$ cat config.mk
export PLATFORM = sky130hd
export DESIGN_NAME = fp_multiplier_iter
export DESIGN_NICKNAME = d
export VERILOG_FILES = /design/src/rtl/fp_multiplier_iter.sv
export SDC_FILE = /design/constraint.sdc
export NUM_CORES = 1
export LEC_CHECK = 0
export CAP_MARGIN = 20
export CORE_MARGIN = 1
export CORE_UTILIZATION = 55
export CTS_CLUSTER_SIZE = 30
export DETAILED_ROUTE_END_ITERATION = 16
export GPL_ROUTABILITY_DRIVEN = 0
export PLACE_DENSITY = 0.8
export SYNTH_ARGS = -nofsm -noshare
export SYNTH_HDL_FRONTEND = slang
export SYNTH_SLANG_ARGS = --single-unit
$ cat constraint.sdc
create_clock -name clk -period 17.3 [get_ports clk]
set_clock_uncertainty 0.2 [all_clocks]
set_input_delay 3.46 -clock clk [delete_from_list [all_inputs] [get_ports clk]]
set_output_delay 3.46 -clock clk [all_outputs]
set_load 0.01 [all_outputs]
$ cat src/rtl/fp_multiplier_iter.sv
// Multi-cycle parametrised floating-point multiplier with valid/ready handshake.
// Define FP_MULT_RNE_EN for round-to-nearest-even; otherwise results are truncated.
module fp_multiplier_iter #(
    parameter int unsigned EXP_W = 8,
    parameter int unsigned MAN_W = 23
) (
    input  logic                     clk,
    input  logic                     reset,
    input  logic                     in_valid,
    output logic                     in_ready,
    input  logic [EXP_W+MAN_W:0]     a,
    input  logic [EXP_W+MAN_W:0]     b,
    output logic                     out_valid,
    input  logic                     out_ready,
    output logic [EXP_W+MAN_W:0]     result,
    output logic [3:0]               flags
);

    localparam int unsigned W  = EXP_W + MAN_W + 1;
    localparam int unsigned SW = MAN_W + 1;
    localparam int unsigned PW = 2 * SW;
    localparam int unsigned EW = EXP_W + 2;
    localparam int unsigned CW = $clog2(MAN_W + 2);

    localparam logic signed [EW-1:0] Bias   = {3'b000, {(EXP_W-1){1'b1}}};
    localparam logic signed [EW-1:0] ExpMax = {2'b00, {EXP_W{1'b1}}};
    localparam logic signed [EW-1:0] ExpOne = {{(EW-1){1'b0}}, 1'b1};
    localparam logic [CW-1:0]        LastCount = CW'(MAN_W);

    typedef enum logic [2:0] {StIdle, StMult, StNorm, StRound, StDone} state_t;

    state_t                 state;
    logic                   sign_q;
    logic signed [EW-1:0]   exp_q;
    logic [PW-1:0]          acc;
    logic [PW-1:0]          mcand;
    logic [SW-1:0]          mplier;
    logic [CW-1:0]          count;

    // Operand decode
    logic [EXP_W-1:0] ea, eb;
    logic [MAN_W-1:0] ma, mb;
    logic             sign_in;
    logic             a_nan, b_nan, a_inf, b_inf, a_zero, b_zero, special;
    logic signed [EW-1:0] exp_in;
    logic [W-1:0]     spec_res;
    logic [3:0]       spec_flags;

    assign ea      = a[W-2 -: EXP_W];
    assign eb      = b[W-2 -: EXP_W];
    assign ma      = a[MAN_W-1:0];
    assign mb      = b[MAN_W-1:0];
    assign sign_in = a[W-1] ^ b[W-1];
    assign a_zero  = ~|ea;
    assign b_zero  = ~|eb;
    assign a_nan   = (&ea) & (|ma);
    assign b_nan   = (&eb) & (|mb);
    assign a_inf   = (&ea) & ~(|ma);
    assign b_inf   = (&eb) & ~(|mb);
    assign special = a_nan | b_nan | a_inf | b_inf | a_zero | b_zero;
    assign exp_in  = $signed({2'b00, ea}) + $signed({2'b00, eb}) - Bias;

    always_comb begin
        spec_res   = '0;
        spec_flags = 4'b0000;
        if (a_nan || b_nan || (a_inf && b_zero) || (a_zero && b_inf)) begin
            spec_res   = {1'b0, {EXP_W{1'b1}}, 1'b1, {(MAN_W-1){1'b0}}};
            spec_flags = 4'b1000;
        end else if (a_inf || b_inf) begin
            spec_res = {sign_in, {EXP_W{1'b1}}, {MAN_W{1'b0}}};
        end else begin
            spec_res = {sign_in, {(W-1){1'b0}}};
        end
    end

    // Rounding on the normalised product: leading one sits at acc[PW-1]
    logic                 g_bit, r_bit, s_bit;
    logic [MAN_W-1:0]     man_r;
    logic signed [EW-1:0] exp_r;
    logic                 ovf, unf;

    assign g_bit = acc[MAN_W];
    assign r_bit = acc[MAN_W-1];
    assign s_bit = |acc[MAN_W-2:0];

`ifdef FP_MULT_RNE_EN
    logic [SW-1:0] sig;
    logic          inc;
    logic [SW:0]   sum;

    assign sig   = acc[PW-1 -: SW];
    assign inc   = g_bit & (r_bit | s_bit | sig[0]);
    assign sum   = {1'b0, sig} + {{SW{1'b0}}, inc};
    // Carry-out leaves 10...0; shifting right keeps a zero stored significand
    assign man_r = sum[SW] ? sum[MAN_W:1] : sum[MAN_W-1:0];
    assign exp_r = exp_q + (sum[SW] ? ExpOne : '0);
`else
    assign man_r = acc[PW-2 -: MAN_W];
    assign exp_r = exp_q;
`endif

    assign ovf = (exp_r >= ExpMax);
    assign unf = exp_r[EW-1] | ~|exp_r;

    always_ff @(posedge clk or posedge reset) begin
        if (reset) begin
            state     <= StIdle;
            in_ready  <= 1'b1;
            out_valid <= 1'b0;
            result    <= '0;
            flags     <= 4'b0000;
            sign_q    <= 1'b0;
            exp_q     <= '0;
            acc       <= '0;
            mcand     <= '0;
            mplier    <= '0;
            count     <= '0;
        end else begin
            unique case (state)
                StIdle: begin
                    if (in_valid && in_ready) begin
                        in_ready <= 1'b0;
                        sign_q   <= sign_in;
                        if (special) begin
                            result    <= spec_res;
                            flags     <= spec_flags;
                            out_valid <= 1'b1;
                            state     <= StDone;
                        end else begin
                            exp_q  <= exp_in;
                            acc    <= '0;
                            mcand  <= {{SW{1'b0}}, 1'b1, ma};
                            mplier <= {1'b1, mb};
                            count  <= '0;
                            state  <= StMult;
                        end
                    end
                end
                StMult: begin
                    if (mplier[0]) begin
                        acc <= acc + mcand;
                    end
                    mcand  <= mcand << 1;
                    mplier <= mplier >> 1;
                    count  <= count + 1'b1;
                    if (count == LastCount) begin
                        state <= StNorm;
                    end
                end
                StNorm: begin
                    // Left-align instead of right-shifting so no discarded bit is lost
                    if (acc[PW-1]) begin
                        exp_q <= exp_q + ExpOne;
                    end else begin
                        acc <= acc << 1;
                    end
                    state <= StRound;
                end
                StRound: begin
                    if (ovf) begin
                        result <= {sign_q, {EXP_W{1'b1}}, {MAN_W{1'b0}}};
                        flags  <= 4'b0101;
                    end else if (unf) begin
                        result <= {sign_q, {(W-1){1'b0}}};
                        flags  <= 4'b0011;
                    end else begin
                        result <= {sign_q, exp_r[EXP_W-1:0], man_r};
                        flags  <= {3'b000, g_bit | r_bit | s_bit};
                    end
                    out_valid <= 1'b1;
                    state     <= StDone;
                end
                StDone: begin
                    if (out_ready) begin
                        out_valid <= 1'b0;
                        in_ready  <= 1'b1;
                        state     <= StIdle;
                    end
                end
                default: state <= StIdle;
            endcase
        end
    end

endmodule
---- Yosys cells after proc, flatten, opt, wreduce, memory -nomap -nowiden ----
Cells that the tools add are included.
word-level totals
  flip-flop bits (word level) ............. 177
  input bits .............................. 68
  output and inout port bits .............. 38
  word-level logic and storage cells ...... 123
cells by class
  add/sub/neg operators ................... 5
  $lt $le $gt $ge ......................... 1
  equal/unequal tests ..................... 13
  mux-type cells .......................... 43
  bitwise gates (word level) .............. 15
  reductions and logical operators ........ 34
operator list
  cell                   count
  $mux 48                6
  $pmux 48 s3            1
  $mux 32                3
  $pmux 48 s2            1
  $mux 31                3
  $pmux 32 s2            1
  $add 48x48->48         1
  $mux 24                2
  $pmux 24 s2            1
  $reduce_or 23->1       2
  $mux 10                3
  $reduce_or 22->1       1
  $pmux 10 s2            1
  $ne 2x2->1 const B     8
  $reduce_and 8->1       2
  $reduce_or 8->1        2
  $mux 3                 5
  $pmux 3 s5             1
  $mux 4                 3
  $reduce_and 3->1       4
  $reduce_and 4->1       3
  $add 10x2->10 const B  1
  $ge 10x9->1 const B    1
  $mux 5                 2
  26 further kinds       53

---- Longest topological paths before layout ----
Gate-level depths: netlist (run 1).
  depth after elaboration ................. 10
  gate-level depth with buffers ........... 14
  depth with buffers taken out ............ 14

---- Worst setup path after synthesis (run 1) ----
Ideal clock, no wire load.
  path type ............................... in2reg
  start ................................... input port a[24]
  end ..................................... register exp_q[7]
  setup time .............................. 137 ps
  arrival ................................. 5458 ps
  required time ........................... 16963 ps
  setup slack ............................. 11505 ps
  stages on the path ...................... 12
  buffers on the path ..................... 0
  path through ............................ ha_1 ha_1 fa_1 a21oi_1 nor2_1 nor2_1 nor2b_1 o21a_1 or3_1 a21oi_1 o21bai_1 a21oi_1
between the ends
  word-level cells in the longest chain between the ends .. 9
  elaborated cells between the ends (all ways) .. 17
  classes of those cells .................. 2 x add/sub; 1 x eq/ne; 3 x mux; 7 x bitwise; 4 x reduce/logical
RTL lines
  element                                               line  source
  start: declaration                                    11    input logic [EXP_W+MAN_W:0] a,
  branches (longest 9 deep; another with $sub 9x7->10)  -
  end signal: assignment                                130   exp_q <= exp_in;
  end signal: assignment                                153   exp_q <= exp_q + ExpOne;
  end: declaration                                      34    logic signed [EW-1:0] exp_q;
Parallel ways; which one is timed is not known. The select of a mux whose other input is x is not followed.
A chain may end at the register's enable or synchronous reset.

---- Worst setup path after layout (run 1) ----
  start ................................... input port b[26]
  end ..................................... register acc[44]
between the ends
  word-level cells in the longest chain between the ends .. 9
  elaborated cells between the ends (all ways) .. 12
  classes of those cells .................. 1 x eq/ne; 7 x bitwise; 4 x reduce/logical
RTL lines
  element                              line    source
  start: declaration                   12      input logic [EXP_W+MAN_W:0] b,
  $reduce_and 8->1                     57, 59
  $and 1x1->1                          57      assign b_nan = (&eb) & (|mb);
  $or 1x1->1 (4 in series)             60      assign special = a_nan | b_nan | a_inf | b_inf | a_zero | b_zero;
  $or 1x1->1 *                         60
  $ne 2x2->1 (no source line) *        -
  $reduce_and 5->1 (no source line) *  -
  end signal: assignment               141     acc <= acc + mcand;
  end signal: assignment               155     acc <= acc << 1;
  end: declaration                     35      logic [PW-1:0] acc;
Mark *: on every way between the ends. The rest lies on a longest branch, timed or not.

==> reports/metrics.yaml, run 1 <==
final.setup.tns_ns: 0
antenna_cells: 0
synth_area_um2: 10900
avgRoutedWirePerCell_um: 17.3
core_area_um2: 19500
utilization_pct: 64.9
drive_above_1_share_pct: 4.87
synth_cells: 1250
synthAdderAreaFrac_pct: 7.83
required_ns: 17.41
cts-resized-gates: 0
synth_cell_types: 72
worst_slack_ns: 10.84
synth_compound_area_share_pct: 25.7
final_cell_mix: "176 x dfrtp_1, 174 x nand2_1, 115 x nor2_1, 105 x clkdlybuf4s50_1, 95 x o21ai_0"
die_y_um: 143
synth_mux_area_share_pct: 0.287
synth_nets: 1385
syn_to_final_growth_pct: 16.0
finalHoldViolations: 0
ys.flop_type: "dfrtp_1"
ys_seq_area_share_pct: 40.7
max-slew-margin-rel_pct: 30.6
outcome: "finished, final reports clean"
grt_max_degree: 96
setup_viol: 0
slowest_stage: "nor4_1"
r2r_setup_slack_ns: 13.31
slowest_delay_ns: 0.61
grt.busiest_layer: "met2"
cts_buffer_depth: 2
worst_ir_drop_vdd_uv: 67.9
synthArstFlopShare_pct: 100
synth_edf_count: 0
rsz0062_at_grt: "no"
synth_top_family_by_area: "compound AO/OA/AOI/OAI gates"
post-place-ws_ns: 10.53
finalWirelength_um: 27300
synth_xor_area_share_pct: 3.46
period_share_pct: 37.4
rows: 51
cp_num_buf_inv: 1
dieArea_um2: 20400
cap_viol_max_count: 0
drc_errors: 0
antenna_found_initial: 0
yosys_warnings: 0
hp-class: "reg -> reg"
htreeDepth: 4
grt_overflow: 0
worst_slew_pin_slew_ns: 1.04
postCtsSetupBuffers: 0
critPathTopFamily: "simple AND/OR/NAND/NOR gates"
final_common_cell: "dfrtp_1"
syn_area_per_cell_um2: 8.72
io_pins: 106
vias_per_cell: 6.16
max_freq_mhz: 155
worst_ep_arrival_time_ns: 6.57
cts.sinks: 177
use_met3_pct: 4.09
cts_root_buf: "clkbuf_16"
hpwlAfterDp_um: 19200
synth_simple_gate_area_share_pct: 17.8
power_density_nw_per_um2: 67.1
hold_buffers: 0
grt_pass1_wl_um: 44900
numPlacedInstances: 1546
clkTransAtPathRegs_ns: 0.07
grt_pass1_vias: 9217
drt_iter0_drc: 819
vias: 9734
firstDrtPassIters: 5
ys_ff_latch: 177
numCtsBuffers: 17
clk_latency_ns: 0.44
drtAntennaViolNets: 0
power_leakage_uw: 0.00539
port_buffers: 105
cts_tree: "built"
fin_cells: 1580
nets: 1437
nFillCells: 1609
post-route-min-period_ns: 6.46
initial_core_util_pct: 56.0
slew_violations: 0
critPathLaunchType: "input pin"
track_usage_pct: 27.6
crit_type: "in -> reg"
crit_fanout: 50
end_kind: "register"
crit_chain: "clkdlybuf4s50_1 > nand4_1 > nor2_1 > nor4_1 > nand3_1 > nor2_1 > a21oi_1 > o21ai_0 > nand2b_2 > a222oi_1 > o21ai_0"
use_met1_pct: 36.1
grt_use_met2_pct: 46.3
die_w_um: 143
==> power breakdown <==
part           internal (uW)  switching, uW  total [uW]  leakage [uW]
Combinational           24.4           24.6        49.0       0.00323
Sequential               414          0.241         414       0.00189
Clock                    205            179         384      0.000277
Total                    643            204         847       0.00539
==> logic make-up (layout without fill, tap and decap cells) <==
group                    count (synthesis)  in the layout
AO/OA/AOI/OAI                          425            425
AND/OR/NAND/NOR                        425            425
flip-flops                             177            177
buffers and inverters                  110            175
adder cells (fa/ha/maj)                 67             67
XOR/XNOR                                43             43
multiplexers                             3              3
==> final timing paths <==
check / startpoint / end / cells after the start
max: b[26] / acc[44] / 11
min reg2reg: flags[2] / flags[2] / 2
min in group asynchronous: reset / result[13] / 2
min: flags[2] / flags[2] / 2
max in group asynchronous: reset / mcand[2] / 4
max reg2reg: acc[0] / acc[44] / 13
==> Yosys cell counts, types with 3 or more instances <==
cell,number,area [um^2]
dfrtp_1,176,4400
nand2_1,174,653
nor2_1,116,435
o21ai_0,95,475
a21oi_1,87,435
clkbuf_1,66,248
ha_1,65,813
a31oi_1,55,344
a22o_1,48,420
a22oi_1,39,293
inv_1,31,116
a21o_1,29,218
xnor2_1,28,245
nand3_1,22,110
nand4_1,21,131
nor4_1,21,131
nor3_1,15,75.1
xor2_1,15,131
o21a_1,11,82.6
o21bai_1,10,75.1
nor2b_1,9,56.3
nand2b_1,8,50.1
o31ai_1,6,45.0
or4_1,6,45.0
buf_2,5,25.0
o22ai_1,5,31.3
a211oi_1,4,30.0
a221o_1,4,40.0
a222oi_1,4,40.0
and2_1,4,25.0
buf_1,4,15.0
clkbuf_8,4,55.1
o211ai_1,4,30.0
or3_1,4,25.0
and3_1,3,18.8
nor4b_1,3,26.3
or2_2,3,18.8
==> registers in the layout, indices dropped and copies added, names as in the netlist <==
name	count
result	32
state	3
count	5
acc	48
flags	4
sign_q	1
mplier	24
in_ready	1
mcand	48
out_valid	1
exp_q	10
==> layer usage <==
metal	vias up	part of all wire (%)
met1	4677	44
met2	331	49
li1	4684	-
met4	0	1.9
met3	42	4.5
met5	-	0
==> area by class of cell <==
| cell class | count | area [um^2] | share of cell area (%) |
|---|---|---|---|
| timing repair buffer | 112 | 1140 | 9.05 |
| sequential | 177 | 4430 | 35.1 |
| clock inverter | 13 | 128 | 1.01 |
| multi-input combinational | 963 | 6040 | 47.8 |
| clock buffer | 19 | 443 | 3.50 |
| tap | 265 | 332 | 2.62 |
| inverter | 31 | 121 | 0.960 |
==> per-stage QoR <==
step / area, um^2 / power (uW) / hold WS [ns]
2_1_floorplan: 10900 / 446 / 0.265
3_3_place_gp: 12000 / 470 / 0.265
3_5_place_dp: 12000 / 471 / 0.276
4_1_cts: 12600 / 848 / 0.294
5_1_grt: 12600 / 868 / 0.317
6_report: 12600 / 847 / 0.285
==> worst reg2reg max path, delay by kind of cell, from the launching register on <==
family / cells / cell delay, ns
compound gates: 9 / 2.47
fa+ha+maj: 2 / 0.63
buf+inv: 1 / 0.06
flops: 1 / 0.41
simple gates: 1 / 0.13
Note: power is estimated with default switching activity, not from simulation.
==> run 2, diff against run 1 <==
- clock period: 17.3 -> 6 ns (I/O delays scaled with it)
==> run 2 against run 1 <==
Net effect: cell count is 0.19% lower; sequential power rose to 2.9 times the previous value; via count down 0.67%; worst setup slack got worse by 9.0 ns; core utilization about the same; global-route usage fell by 0.096 points; largest cell class unchanged; largest power group unchanged.
==> reports/metrics.yaml, run 2 (same netlist as run 1, synthesis figures left out) <==
crit_chain: "clkdlybuf4s50_1 > or4_1 > nor2_1 > nor4_1 > nand3_1 > nor2_1 > a21oi_1 > o21ai_0 > nand2b_2 > a222oi_1 > o21ai_0"  # was clkdlybuf4s50_1 > nand4_1 > nor2_1 > nor4_1 > nand3_1 > nor2_1 > a21oi_1 > o21ai_0 > nand2b_2 > a222oi_1 > o21ai_0
slew_violations: 0  # unchanged
reg.largest.list: "acc: 48 flops, mcand: 48 flops, result: 32 flops"  # unchanged
r2r_setup_slack_ns: 1.96  # was 13.31 ns
die_w_um: 143  # unchanged
utilization_pct: 64.9  # about the same
cp_num_buf_inv: 1  # unchanged
htreeDepth: 4  # unchanged
hp-class: "reg -> reg"  # unchanged
placed_area_um2: 12000  # about the same
worst_slew_pin_slew_ns: 1.06  # was 1.04 ns
cellInternalPower_uw: 1860  # was 643 uW
nFillCells: 1607  # was 1609
slowest_delay_ns: 0.59  # was 0.61 ns
antenna_cells: 0  # unchanged
antenna_found_initial: 0  # unchanged
initial_core_util_pct: 56.0  # unchanged
required_ns: 6.09  # was 17.41 ns
outcome: "finished, final reports clean"  # unchanged
critPathTopFamily: "simple AND/OR/NAND/NOR gates"  # unchanged
cts_root_buf: "clkbuf_16"  # unchanged
r2r_cells: 13  # unchanged
syn_to_final_growth_pct: 15.9  # was 16.0%
crit_fanout: 50  # unchanged
drtAntennaViolNets: 0  # unchanged
die_y_um: 143  # unchanged
power_density_nw_per_um2: 190  # was 67.1 nW/um^2
worst_ir_drop_vdd_uv: 193  # was 67.9 uV
core_area_um2: 19500  # unchanged
hp-start: "flags[2]"  # unchanged
cts.sinks: 177  # unchanged
critPathLaunchType: "input pin"  # unchanged
power_leakage_uw: 0.00538  # was 0.00539 uW
clk_latency_ns: 0.44  # about the same
port_buffers: 105  # unchanged
drt_iter0_drc: 626  # was 819
cts-resized-gates: 0  # unchanged
max_freq_mhz: 240
comb_power_share_pct: 5.9  # was 5.8%
firstDrtPassIters: 6  # was 5
dieArea_um2: 20400  # unchanged
numCtsBuffers: 17  # unchanged
grt_overflow: 0  # unchanged
rsz0062_at_grt: "no"  # unchanged
grt_pass1_wl_um: 44500  # was 44900 um
sequentialPowerShare_pct: 49.8  # was 48.9%
worst_ep_arrival_time_ns: 4.26  # was 6.57 ns
setup_viol: 0  # unchanged
final_area_um2: 12600  # about the same
finalHoldViolations: 0  # unchanged
track_usage_pct: 27.5  # was 27.6%
final_common_cell: "dfrtp_1"  # unchanged
final.setup.tns_ns: 0  # unchanged
drc_errors: 0  # unchanged
grt_pass1_vias: 9011  # was 9217
clkTransAtPathRegs_ns: 0.07  # about the same
slowest_stage: "nand2b_2"  # was nor4_1
vias: 9669  # was 9734
end_kind: "register"  # unchanged
vias_per_cell: 6.13  # was 6.16
crit_type: "in -> reg"  # unchanged
io_pins: 106  # unchanged
r2r-start: "acc[0]"  # unchanged
multiInputGateArea_um2: 6040  # unchanged
p_sw_uw: 537  # was 204 uW
holdPathEnd: "flags[2]"  # unchanged
hold_slack_ns: 0.281  # was 0.285 ns
hpwlAfterDp_um: 18700  # was 19200 um
max-slew-margin-rel_pct: 29.0  # was 30.6%
avgRoutedWirePerCell_um: 16.9  # was 17.3 um
period_share_pct: 69.4
cap_viol_max_count: 0  # unchanged
post-route-min-period_ns: 4.16
grt_max_degree: 178  # was 96
postCtsSetupBuffers: 0  # unchanged
cts_tree: "built"  # unchanged
drive_above_1_share_pct: 4.65  # was 4.87%
clockPowerShare_pct: 44.3  # was 45.4%
nets: 1436  # was 1437
finalWirelength_um: 26700  # was 27300 um
seqCellArea_um2: 4430  # unchanged
whs_path_depth: 2  # unchanged
cts_buffer_depth: 2  # unchanged
final_cell_mix: "176 x dfrtp_1, 174 x nand2_1, 115 x nor2_1, 105 x clkdlybuf4s50_1, 95 x o21ai_0"  # unchanged
hold_buffers: 0  # unchanged
p_sw_share_pct: 22.4  # was 24.1%
rows: 51  # unchanged
reg2reg_to: "acc[44]"  # unchanged
==> run 2: how the worst max path moves through the flow <==
| stage | cells past startpoint | from | slack (ns) | to |
|---|---|---|---|---|
| finish | 11 | b[26] | 1.84 | acc[44] |
| global route | 11 | b[26] | 1.51 | acc[44] |
| CTS | 11 | b[26] | 1.89 | acc[45] |
| floorplan | 1 | reset | 2.33 | acc[0] |
| global placement | 11 | b[24] | 1.52 | acc[45] |
| detailed placement | 11 | b[26] | 1.43 | acc[40] |
==> run 2: final cells by class <==
cell class | instances | area share (%)
Timing Repair Buffer | 111 | 9.13
Clock inverter | 9 | 0.674
Clock buffer | 21 | 3.72
Inverter | 31 | 0.951
Multi-Input combinational cell | 963 | 47.8
Tap cell | 265 | 2.63
Sequential cell | 177 | 35.1
==> run 2: metal layers <==
layer	GRT usage, %	up-vias	share of wire [%]
met4	10.5	0	2.1
met1	36.4	4642	45
met3	4.23	46	5.0
met2	45.4	295	48
met5	0	-	0
li1	-	4686	-
==> run 2: power by group through the flow <==
stage | combinational [uW] | clock, uW | sequential [uW]
6_report | 141 | 1060 | 1190
5_1_grt | 158 | 1120 | 1190
4_1_cts | 143 | 1080 | 1190
3_5_place_dp | 142 | 0 | 1220
3_3_place_gp | 140 | 0 | 1220
2_1_floorplan | 67.7 | 0 | 1220
==> run 2: tightest hold or removal path, cell delays in order (launching register included) <==
cell and delay [ns]:
dfrtp_1 0.35, nand2_1 0.05, nand2_1 0.05
==> run 2: stage by stage <==
stage	instances	setup slack (ns)	total power, uW
2_1_floorplan	1250	2.33	1290
3_3_place_gp	1545	1.52	1360
3_5_place_dp	1546	1.43	1360
4_1_cts	1576	1.89	2410
5_1_grt	1577	1.51	2470
6_report	1577	1.84	2400
